## config.mk

```make
export PLATFORM = sky130hd
export DESIGN_NAME = hazard_controller_flat
export DESIGN_NICKNAME = d
export VERILOG_FILES = /design/src/rtl/hazard_controller_pkg.sv /design/src/rtl/hazard_controller_if.sv /design/src/rtl/hazard_controller_load_use_detect.sv /design/src/rtl/hazard_controller.sv /design/src/flat_wrapper.sv
export SDC_FILE = /design/constraint.sdc
export NUM_CORES = 1
export LEC_CHECK = 0
export ABC_AREA = 1
export ABC_CLOCK_PERIOD_IN_PS = 2400
export BUFFER_PORTS_ARGS = -buffer_cell sky130_fd_sc_hd__buf_2
export CORE_MARGIN = 5
export CORE_UTILIZATION = 30
export CTS_BUF_LIST = sky130_fd_sc_hd__clkbuf_2
export CTS_CLUSTER_DIAMETER = 40
export CTS_CLUSTER_SIZE = 8
export DETAILED_ROUTE_END_ITERATION = 16
export PLACE_DENSITY_LB_ADDON = 0.25
export SLEW_MARGIN = 25
export SYNTH_ARGS = -nofsm -noshare
export SYNTH_HDL_FRONTEND = slang
export SYNTH_HIERARCHICAL = 1
export SYNTH_SLANG_ARGS = --single-unit
```

## constraint.sdc

```tcl
create_clock -name clk -period 2.4 [get_ports clk]
set_input_delay 0 -clock clk [delete_from_list [all_inputs] [get_ports clk]]
set_output_delay 0 -clock clk [all_outputs]
set_load 0.03 [all_outputs]
```

## src/rtl/hazard_controller_pkg.sv

```systemverilog
// Shared encodings and the stage-control bundle for the pipeline hazard controller.
package hazard_controller_pkg;

   localparam logic [1:0] ST_RUN      = 2'd0;
   localparam logic [1:0] ST_MD_WAIT  = 2'd1;
   localparam logic [1:0] ST_MEM_WAIT = 2'd2;

   localparam logic [4:0] REG_X0 = 5'd0;

   typedef struct packed {
      logic pc_write;
      logic if_id_write;
      logic if_id_flush;
      logic id_ex_write;
      logic id_ex_flush;
      logic ex_mem_write;
      logic ex_mem_flush;
      logic mem_wb_write;
   } stage_ctl_t;

   localparam stage_ctl_t CTL_NORMAL = '{pc_write: 1'b1, if_id_write: 1'b1, if_id_flush: 1'b0,
      id_ex_write: 1'b1, id_ex_flush: 1'b0, ex_mem_write: 1'b1, ex_mem_flush: 1'b0, mem_wb_write: 1'b1};
   localparam stage_ctl_t CTL_FREEZE = '{pc_write: 1'b0, if_id_write: 1'b0, if_id_flush: 1'b0,
      id_ex_write: 1'b0, id_ex_flush: 1'b0, ex_mem_write: 1'b0, ex_mem_flush: 1'b0, mem_wb_write: 1'b0};
   // Front end held while EX is occupied; EX/MEM takes bubbles until the result is ready.
   localparam stage_ctl_t CTL_MD_HOLD = '{pc_write: 1'b0, if_id_write: 1'b0, if_id_flush: 1'b0,
      id_ex_write: 1'b0, id_ex_flush: 1'b0, ex_mem_write: 1'b1, ex_mem_flush: 1'b1, mem_wb_write: 1'b1};
   localparam stage_ctl_t CTL_BRANCH = '{pc_write: 1'b1, if_id_write: 1'b1, if_id_flush: 1'b1,
      id_ex_write: 1'b1, id_ex_flush: 1'b1, ex_mem_write: 1'b1, ex_mem_flush: 1'b0, mem_wb_write: 1'b1};
   localparam stage_ctl_t CTL_LOAD_USE = '{pc_write: 1'b0, if_id_write: 1'b0, if_id_flush: 1'b0,
      id_ex_write: 1'b1, id_ex_flush: 1'b1, ex_mem_write: 1'b1, ex_mem_flush: 1'b0, mem_wb_write: 1'b1};

endpackage

```

## src/rtl/hazard_controller_if.sv

```systemverilog
// Hazard inputs from the pipeline stages and the stage/mul-div controls returned to them.
interface hazard_controller_if;
   logic [4:0] IF_ID_Read_register1;
   logic [4:0] IF_ID_Read_register2;
   logic       IF_ID_UseRs1;
   logic       IF_ID_UseRs2;
   logic       ID_EX_MemRead;
   logic [4:0] ID_EX_Write_register;
   logic       ID_EX_MulDiv;
   logic       EX_BranchTaken;
   logic       EX_MEM_MemAccess;
   logic       dmem_ready;
   logic       md_done;
   logic       PC_Write;
   logic       IF_ID_Write;
   logic       IF_ID_Flush;
   logic       ID_EX_Write;
   logic       ID_EX_Flush;
   logic       EX_MEM_Write;
   logic       EX_MEM_Flush;
   logic       MEM_WB_Write;
   logic       md_start;

   modport master (
      output IF_ID_Read_register1, IF_ID_Read_register2, IF_ID_UseRs1, IF_ID_UseRs2,
             ID_EX_MemRead, ID_EX_Write_register, ID_EX_MulDiv, EX_BranchTaken,
             EX_MEM_MemAccess, dmem_ready, md_done,
      input  PC_Write, IF_ID_Write, IF_ID_Flush, ID_EX_Write, ID_EX_Flush,
             EX_MEM_Write, EX_MEM_Flush, MEM_WB_Write, md_start
   );

   modport slave (
      input  IF_ID_Read_register1, IF_ID_Read_register2, IF_ID_UseRs1, IF_ID_UseRs2,
             ID_EX_MemRead, ID_EX_Write_register, ID_EX_MulDiv, EX_BranchTaken,
             EX_MEM_MemAccess, dmem_ready, md_done,
      output PC_Write, IF_ID_Write, IF_ID_Flush, ID_EX_Write, ID_EX_Flush,
             EX_MEM_Write, EX_MEM_Flush, MEM_WB_Write, md_start
   );
endinterface

```

## src/rtl/hazard_controller_load_use_detect.sv

```systemverilog
// Combinational load-use check: a load in EX whose rd is read by the instruction in ID.
module hazard_controller_load_use_detect
   import hazard_controller_pkg::*;
(
   input  logic [4:0] rs1,
   input  logic [4:0] rs2,
   input  logic       use_rs1,
   input  logic       use_rs2,
   input  logic       ex_mem_read,
   input  logic [4:0] ex_rd,
   output logic       hazard
);
   // x0 is never written, so a load targeting it cannot create a dependency.
   assign hazard = ex_mem_read && (ex_rd != REG_X0) &&
                   ((use_rs1 && (rs1 == ex_rd)) || (use_rs2 && (rs2 == ex_rd)));
endmodule

```

## src/rtl/hazard_controller.sv

```systemverilog
// Pipeline sequencing FSM: memory freezes, mul/div occupancy, branch flushes and load-use stalls.
module hazard_controller
   import hazard_controller_pkg::*;
#(
   parameter int MD_TIMEOUT = 64,
   parameter int CNT_W      = 16
) (
   input  logic             clk,
   input  logic             rst_n,
   hazard_controller_if.slave hz,
   output logic             md_error,
   output logic [CNT_W-1:0] stall_count
);
   localparam int TW = (MD_TIMEOUT > 2) ? $clog2(MD_TIMEOUT) : 1;

   logic [1:0]    state;
   logic [TW-1:0] tcnt;
   logic          md_issued;
   logic          done_seen;
   logic          mem_wait, load_use, md_go, md_release;
   stage_ctl_t    ctl;
   logic          start;

   hazard_controller_load_use_detect u_lud (
      .rs1         (hz.IF_ID_Read_register1),
      .rs2         (hz.IF_ID_Read_register2),
      .use_rs1     (hz.IF_ID_UseRs1),
      .use_rs2     (hz.IF_ID_UseRs2),
      .ex_mem_read (hz.ID_EX_MemRead),
      .ex_rd       (hz.ID_EX_Write_register),
      .hazard      (load_use)
   );

   assign mem_wait   = hz.EX_MEM_MemAccess & ~hz.dmem_ready;
   assign md_go      = hz.ID_EX_MulDiv & ~md_issued;
   assign md_release = hz.md_done | done_seen | (tcnt == TW'(MD_TIMEOUT - 1));

   always_comb begin
      ctl   = CTL_NORMAL;
      start = 1'b0;
      if (rst_n) begin
         if (mem_wait) begin
            ctl = CTL_FREEZE;
         end else if (state == ST_MD_WAIT) begin
            if (!md_release) ctl = CTL_MD_HOLD;
         end else if (md_go) begin
            ctl   = CTL_MD_HOLD;
            start = 1'b1;
         end else if (hz.EX_BranchTaken) begin
            ctl = CTL_BRANCH;
         end else if (load_use) begin
            ctl = CTL_LOAD_USE;
         end
      end
   end

   assign hz.PC_Write     = ctl.pc_write;
   assign hz.IF_ID_Write  = ctl.if_id_write;
   assign hz.IF_ID_Flush  = ctl.if_id_flush;
   assign hz.ID_EX_Write  = ctl.id_ex_write;
   assign hz.ID_EX_Flush  = ctl.id_ex_flush;
   assign hz.EX_MEM_Write = ctl.ex_mem_write;
   assign hz.EX_MEM_Flush = ctl.ex_mem_flush;
   assign hz.MEM_WB_Write = ctl.mem_wb_write;
   assign hz.md_start     = start;

   always_ff @(posedge clk) begin
      if (!rst_n) begin
         state       <= ST_RUN;
         tcnt        <= '0;
         md_issued   <= 1'b0;
         done_seen   <= 1'b0;
         md_error    <= 1'b0;
         stall_count <= '0;
      end else begin
         if (!ctl.pc_write && (stall_count != '1)) stall_count <= stall_count + CNT_W'(1);

         if (state == ST_MD_WAIT) begin
            // The timeout only runs while the mul/div is what holds the pipeline.
            if (mem_wait) begin
               done_seen <= done_seen | hz.md_done;
            end else if (md_release) begin
               state     <= ST_RUN;
               md_issued <= 1'b1;
               done_seen <= 1'b0;
               if (!hz.md_done && !done_seen) md_error <= 1'b1;
            end else begin
               tcnt <= tcnt + TW'(1);
            end
         end else if (mem_wait) begin
            state <= ST_MEM_WAIT;
         end else if (md_go) begin
            state <= ST_MD_WAIT;
            tcnt  <= '0;
         end else begin
            // ID/EX advances here, so a completed mul/div has left EX.
            state     <= ST_RUN;
            md_issued <= 1'b0;
         end
      end
   end
endmodule

```

## src/flat_wrapper.sv

```systemverilog
// flat-port wrapper written by rule: the top's interface ports become plain ports
module hazard_controller_flat import hazard_controller_pkg::*;
#(
   parameter int MD_TIMEOUT = 64,
   parameter int CNT_W      = 16
)
  (clk, rst_n, md_error, stall_count, hz_IF_ID_Read_register1, hz_IF_ID_Read_register2, hz_IF_ID_UseRs1, hz_IF_ID_UseRs2, hz_ID_EX_MemRead, hz_ID_EX_Write_register, hz_ID_EX_MulDiv, hz_EX_BranchTaken, hz_EX_MEM_MemAccess, hz_dmem_ready, hz_md_done, hz_PC_Write, hz_IF_ID_Write, hz_IF_ID_Flush, hz_ID_EX_Write, hz_ID_EX_Flush, hz_EX_MEM_Write, hz_EX_MEM_Flush, hz_MEM_WB_Write, hz_md_start);
  hazard_controller_if hz_i ();
  input  logic clk;
  input  logic rst_n;
  output logic md_error;
  output logic [CNT_W-1:0] stall_count;
  input wire logic [$bits(hz_i.IF_ID_Read_register1)-1:0] hz_IF_ID_Read_register1;
  input wire logic [$bits(hz_i.IF_ID_Read_register2)-1:0] hz_IF_ID_Read_register2;
  input wire logic [$bits(hz_i.IF_ID_UseRs1)-1:0] hz_IF_ID_UseRs1;
  input wire logic [$bits(hz_i.IF_ID_UseRs2)-1:0] hz_IF_ID_UseRs2;
  input wire logic [$bits(hz_i.ID_EX_MemRead)-1:0] hz_ID_EX_MemRead;
  input wire logic [$bits(hz_i.ID_EX_Write_register)-1:0] hz_ID_EX_Write_register;
  input wire logic [$bits(hz_i.ID_EX_MulDiv)-1:0] hz_ID_EX_MulDiv;
  input wire logic [$bits(hz_i.EX_BranchTaken)-1:0] hz_EX_BranchTaken;
  input wire logic [$bits(hz_i.EX_MEM_MemAccess)-1:0] hz_EX_MEM_MemAccess;
  input wire logic [$bits(hz_i.dmem_ready)-1:0] hz_dmem_ready;
  input wire logic [$bits(hz_i.md_done)-1:0] hz_md_done;
  output wire logic [$bits(hz_i.PC_Write)-1:0] hz_PC_Write;
  output wire logic [$bits(hz_i.IF_ID_Write)-1:0] hz_IF_ID_Write;
  output wire logic [$bits(hz_i.IF_ID_Flush)-1:0] hz_IF_ID_Flush;
  output wire logic [$bits(hz_i.ID_EX_Write)-1:0] hz_ID_EX_Write;
  output wire logic [$bits(hz_i.ID_EX_Flush)-1:0] hz_ID_EX_Flush;
  output wire logic [$bits(hz_i.EX_MEM_Write)-1:0] hz_EX_MEM_Write;
  output wire logic [$bits(hz_i.EX_MEM_Flush)-1:0] hz_EX_MEM_Flush;
  output wire logic [$bits(hz_i.MEM_WB_Write)-1:0] hz_MEM_WB_Write;
  output wire logic [$bits(hz_i.md_start)-1:0] hz_md_start;
  assign hz_i.IF_ID_Read_register1 = hz_IF_ID_Read_register1;
  assign hz_i.IF_ID_Read_register2 = hz_IF_ID_Read_register2;
  assign hz_i.IF_ID_UseRs1 = hz_IF_ID_UseRs1;
  assign hz_i.IF_ID_UseRs2 = hz_IF_ID_UseRs2;
  assign hz_i.ID_EX_MemRead = hz_ID_EX_MemRead;
  assign hz_i.ID_EX_Write_register = hz_ID_EX_Write_register;
  assign hz_i.ID_EX_MulDiv = hz_ID_EX_MulDiv;
  assign hz_i.EX_BranchTaken = hz_EX_BranchTaken;
  assign hz_i.EX_MEM_MemAccess = hz_EX_MEM_MemAccess;
  assign hz_i.dmem_ready = hz_dmem_ready;
  assign hz_i.md_done = hz_md_done;
  assign hz_PC_Write = hz_i.PC_Write;
  assign hz_IF_ID_Write = hz_i.IF_ID_Write;
  assign hz_IF_ID_Flush = hz_i.IF_ID_Flush;
  assign hz_ID_EX_Write = hz_i.ID_EX_Write;
  assign hz_ID_EX_Flush = hz_i.ID_EX_Flush;
  assign hz_EX_MEM_Write = hz_i.EX_MEM_Write;
  assign hz_EX_MEM_Flush = hz_i.EX_MEM_Flush;
  assign hz_MEM_WB_Write = hz_i.MEM_WB_Write;
  assign hz_md_start = hz_i.md_start;
  hazard_controller #(.MD_TIMEOUT(MD_TIMEOUT), .CNT_W(CNT_W)) u_core (.clk(clk), .rst_n(rst_n), .hz(hz_i), .md_error(md_error), .stall_count(stall_count));
endmodule
```

After elaboration in Yosys (flattened, before gate mapping)

Index checks and enable logic that the tools add are counted.

Register bits after elaboration: 27
Input port bits: 25
Output and inout bits: 26
Word-level logic and storage cells: 70

Add/sub/neg operators: 2
Equal/unequal tests: 9
Multiplexer cells: 28
Bitwise gates (word level): 7
Reductions and logical operators: 18

Operators with widths:

| kind                    | count |
|---|---|
| $mux W8                 | 7 |
| $mux W6                 | 5 |
| $add A16 B1 Y16 const B | 1 |
| $ne A16 B16 Y1 const B  | 1 |
| $mux W1                 | 12 |
| $eq A5 B5 Y1            | 2 |
| $mux W2                 | 4 |
| $add A6 B1 Y6 const B   | 1 |
| $eq A6 B6 Y1 const B    | 1 |
| $logic_and A1 B1 Y1     | 6 |
| $ne A2 B2 Y1 const B    | 3 |
| $reduce_and A3 Y1       | 2 |
| $reduce_bool A5 Y1      | 1 |
| $reduce_and A2 Y1       | 2 |
| $reduce_and A4 Y1       | 1 |
| $reduce_bool A2 Y1      | 2 |
| $logic_not A1 Y1        | 3 |
| $not A1 Y1              | 3 |
| $and A1 B1 Y1           | 2 |
| $eq A2 B1 Y1 const B    | 1 |
| $ne A2 B1 Y1 const B    | 1 |
| $or A1 B1 Y1            | 2 |
| $logic_or A1 B1 Y1      | 1 |

Logic depth before layout (Yosys ltp)

Word-level depth: 12
Depth in mapped cells: 17
Gate-level depth less buffers: 16

Hierarchy

Netlist, hierarchy kept.

Modules (own cells, without submodules):

| module                            | instances | cells an instance | area an instance (um^2) | sequential area each (um^2) |
|---|---|---|---|---|
| hazard_controller                 | 1         | 241               | 1,620.3                 | 540.5 |
| hazard_controller_load_use_detect | 1         | 54                | 216.5                   | 0.0 |

Least setup slack after synthesis

OpenSTA, ideal clock, no wires.

Path type: register -> register
From: reg u_core.stall_count[1]
To: reg u_core.stall_count[3]
Library setup time: 0.138 ns
Data arrival time: 1.661 ns
Data required time: 2.262 ns
Setup slack: 0.601 ns
Stages on the path, launching flop included: 10
Path buffers: 1
Clock period less this slack: 1.799 ns
Cell sequence: dfxtp_1 ha_1 nand3_2 nor2_4 nand2_4 nor2_4 nand2_4 buf_2 nand3_1 a21oi_2

Word-level cells in the longest chain between the ends: 2
Elaborated cells between the ends (all ways): 3
Those cells by class: add/sub (1); eq/ne (1); reduce/logical (1)

Ends and longest elaborated chain:

| element                                                                 | RTL line                | text |
|---|---|---|
| start: declaration                                                      | hazard_controller.sv:12 | `output logic [CNT_W-1:0] stall_count` |
| start signal: assignment                                                | hazard_controller.sv:76 | `if (!ctl.pc_write && (stall_count != '1)) stall_count <= stall_count + CNT_W'(1);` |
| parallel branches: the longest is 2 deep, another holds $add A16 B1 Y16 | -                       |  |

Parallel ways; which one is timed is not known.
A chain may end at the register's enable or synchronous reset.

Final worst setup path

From: reg u_core.tcnt[0]
To: out hz_IF_ID_Write

Word-level cells in the longest chain between the ends: 6

Ends and longest elaborated chain:

| element                  | RTL line                | text |
|---|---|---|
| start: declaration       | hazard_controller.sv:17 | `logic [TW-1:0] tcnt;` |
| start signal: assignment | hazard_controller.sv:88 | `tcnt <= tcnt + TW'(1);` |
| $eq A6 B6 Y1             | hazard_controller.sv:36 | `assign md_release = hz.md_done \| done_seen \| (tcnt == TW'(MD_TIMEOUT - 1));` |
| $or A1 B1 Y1             | hazard_controller.sv:36 |  |
| $mux W8                  | hazard_controller.sv:45 | `if (!md_release) ctl = CTL_MD_HOLD;` |
| $mux W8                  | hazard_controller.sv:44 | `end else if (state == ST_MD_WAIT) begin` |
| $mux W8                  | hazard_controller.sv:42 | `if (mem_wait) begin` |
| $mux W8                  | hazard_controller.sv:41 | `if (rst_n) begin` |
| end: declaration         | flat_wrapper.sv:25      | `output wire logic [$bits(hz_i.IF_ID_Write)-1:0] hz_IF_ID_Write;` |

No other way between the ends.

==> results.json <==
{
  "track_usage_pct": 11.7,
  "synth_warnings": 6,
  "route.met2.wl_um": 2190,
  "nets": 375,
  "route.met3.wl_um": 126,
  "fin_skew_ns": 0.0125,
  "crit_chain": "ha_1 > nand3_1 > o21ai_1 > nand2_1 > nand2_1 > nand2_2 > inv_1 > buf_2",
  "worst_r2r_path_depth": 9,
  "fin_cells": 422,
  "ys_ff_latch": 27,
  "clockRootBuffer": "clkbuf_2",
  "cts_max_level": 1,
  "cts.sinks": 27,
  "place_inst": 412,
  "cts_tree": "yes",
  "critPathSlowestCell": "dfxtp_1",
  "final_common_cell": "nand2_1",
  "grt_overflow": 0,
  "min_path_type": "in -> reg",
  "wirelength_um": 4450,
  "period_share_pct": 88.4,
  "irDropWorstVdd_uv": 192,
  "grt_pass1_wl_um": 7550,
  "cpPeakStageDelay_ns": 0.46,
  "drt_iter0_markers": 102,
  "post-route-drc-count": 0,
  "yosysUniqueCellTypes": 29,
  "via_count": 1894,
  "path_buf_inv": 2,
  "setup_viol": 0,
  "critPathMaxFanout": 20,
  "crit_type": "reg -> out",
  "holdWs_ns": 0.135,
  "dp_hpwl_um": 3340,
  "worstPathArrival_ns": 2.12,
  "finalCriticalPeriod_ns": 2.12,
  "post_cts_buffers": 0,
  "fmax_mhz": 472,
  "crit_path_end_kind": "output port",
  "final_util_pct": 37.3,
  "power_density_nw_per_um2": 384,
  "synth-seq-area-share_pct": 29.4,
  "m1WireLength_um": 2100,
  "ant_nets": 0,
  "cp-start-kind": "flip-flop",
  "drive_gt1_share_pct": 23.1,
  "diodes": 0,
  "grt_pass1_vias": 1758,
  "via_per_inst": 4.49,
  "rows": 28,
  "rsz0062_at_grt": "no",
  "netlist_area_um2": 1840,
  "die_h_um": 88.2,
  "crit_start": "u_core/tcnt[0]",
  "grt_max_degree": 21,
  "regToRegEndpoint": "u_core/stall_count[1]",
  "top_layer": "met4",
  "synthFlopType": "dfxtp_1",
  "status": "complete, no violations",
  "start_util_pct": 31.0,
  "max_slew.worst_pin.slew_ns": 0.404,
  "clk_latency_ns": 0.36,
  "cap_violations": 0,
  "regToRegStartpoint": "u_core/tcnt[0]",
  "cts-buffers-inserted": 3,
  "crit_cells": 8,
  "p_leak_nw": 1.03,
  "drt-pass1-iter-count": 4,
  "layout_common_cells": "nand2_1, buf_2, nor2_1, inv_1, nand3_1",
  "hold_viol_final": 0,
  "dieArea_um2": 7790,
  "synth_edf_count": 0,
  "grt_antenna_before_repair": 0,
  "pin_count": 51,
  "crit_family": "simple AND/OR/NAND/NOR gates",
  "io_buffer_count": 50,
  "crit_end": "hz_IF_ID_Write",
  "syn_nets": 322,
  "crit_top_cell": "nand2_1",
  "max-clock-path-buffers": 2,
  "cts.clk_slew.worst_paths_ns": 0.26,
  "slew_headroom_pct": 72.9,
  "area_delta_synth_final_pct": 20.1,
  "tns_ns": 0,
  "fill_cells": 645,
  "core-area_um2": 5920,
  "required_ns": 2.40,
  "maxSlewViolCount": 0,
  "synthCells": 295,
  "r2r_slack_ns": 0.50,
  "fp.dieW_um": 88.2,
  "post_drt_wl_per_cell_um": 10.5,
  "syn_area_per_cell_um2": 6.23,
  "async_flop_share_pct": 0,
  "gp_congestion": 0.727
}
per-layer routing:
metal | GRT usage, % | vias to the layer above
li1 | - | 1038
met5 | 0 | -
met1 | 14.6 | 832
met3 | 1.40 | 2
met2 | 20.9 | 22
met4 | 3.43 | 0
synthesized netlist by cell type (all sizes together) (2+ instances only):
cell type | number | area [µm²]
a21oi | 23 | 149
buf | 7 | 55.1
clkbuf | 2 | 7.51
dfxtp | 27 | 541
ha | 2 | 25.0
inv | 37 | 139
nand2 | 98 | 400
nand3 | 29 | 150
nand4 | 6 | 37.5
nor2 | 38 | 160
nor3 | 5 | 30.0
o21ai | 8 | 40.0
o22ai | 2 | 12.5
xnor2 | 3 | 26.3
xor2 | 5 | 43.8
cells by family after synthesis:
kind of cell / synth area share, %
AND/OR/NAND/NOR: 42.7
buffers and inverters: 11.0
AO/OA/AOI/OAI: 11.7
flip-flops: 29.4
XOR/XNOR: 3.81
adder cells (fa/ha/maj): 1.36
tightest hold or removal path, cell delays in order:
cell and delay, ns:
buf_2 0.09, inv_1 0.04, nor2_1 0.04, inv_1 0.09, nor2_1 0.07, inv_2 0.10, nor2_1 0.05
how the worst min path moves through the flow:
stage | start | endpoint | cells past startpoint
2_1_floorplan | hz_EX_BranchTaken | hz_IF_ID_Flush | 2
3_3_place_gp | hz_dmem_ready | u_core/done_seen | 4
3_5_place_dp | hz_dmem_ready | u_core/done_seen | 4
4_1_cts | hz_EX_MEM_MemAccess | u_core/state[1] | 7
5_1_grt | hz_EX_MEM_MemAccess | u_core/state[0] | 6
6_report | hz_EX_MEM_MemAccess | u_core/state[1] | 7
area by class of cell:
cell class	instances	area, µm²	area share, %
sequential	27	541	24.5
multi-input combinational	222	1090	49.6
tap	75	93.8	4.25
timing repair buffer	57	318	14.4
inverter	37	139	6.30
clock buffer	4	20.0	0.908
stage by stage:
stage / setup slack (ns) / total power [mW] / area [µm²]
finish: 0.280 / 0.847 / 2210
global route: 0.0657 / 0.888 / 2210
CTS: 0.265 / 0.857 / 2210
detailed placement: 0.540 / 0.664 / 2130
global placement: 0.584 / 0.663 / 2130
floorplan: 0.601 / 0.614 / 1840
sequential cells by signal, summed over array words and instances (netlist names):
name / cells
u_core/done_seen: 1
u_core/state: 2
u_core/md_issued: 1
u_core/tcnt: 6
u_core/stall_count: 16
u_core/md_error: 1
timing repair:
action | CTS | global route
hold buffers | 6 | 0
endpoints found under the hold margin | 6 | 0
gates resized for setup | 0 | 0
power breakdown:
group / internal, mW / leakage (nW) / switching, mW
Combinational: 0.0628 / 0.796 / 0.130
Clock: 0.0439 / 0.0166 / 0.143
Sequential: 0.460 / 0.218 / 0.00816
Total: 0.566 / 1.03 / 0.280
Note: power is estimated with default switching activity, not from simulation.
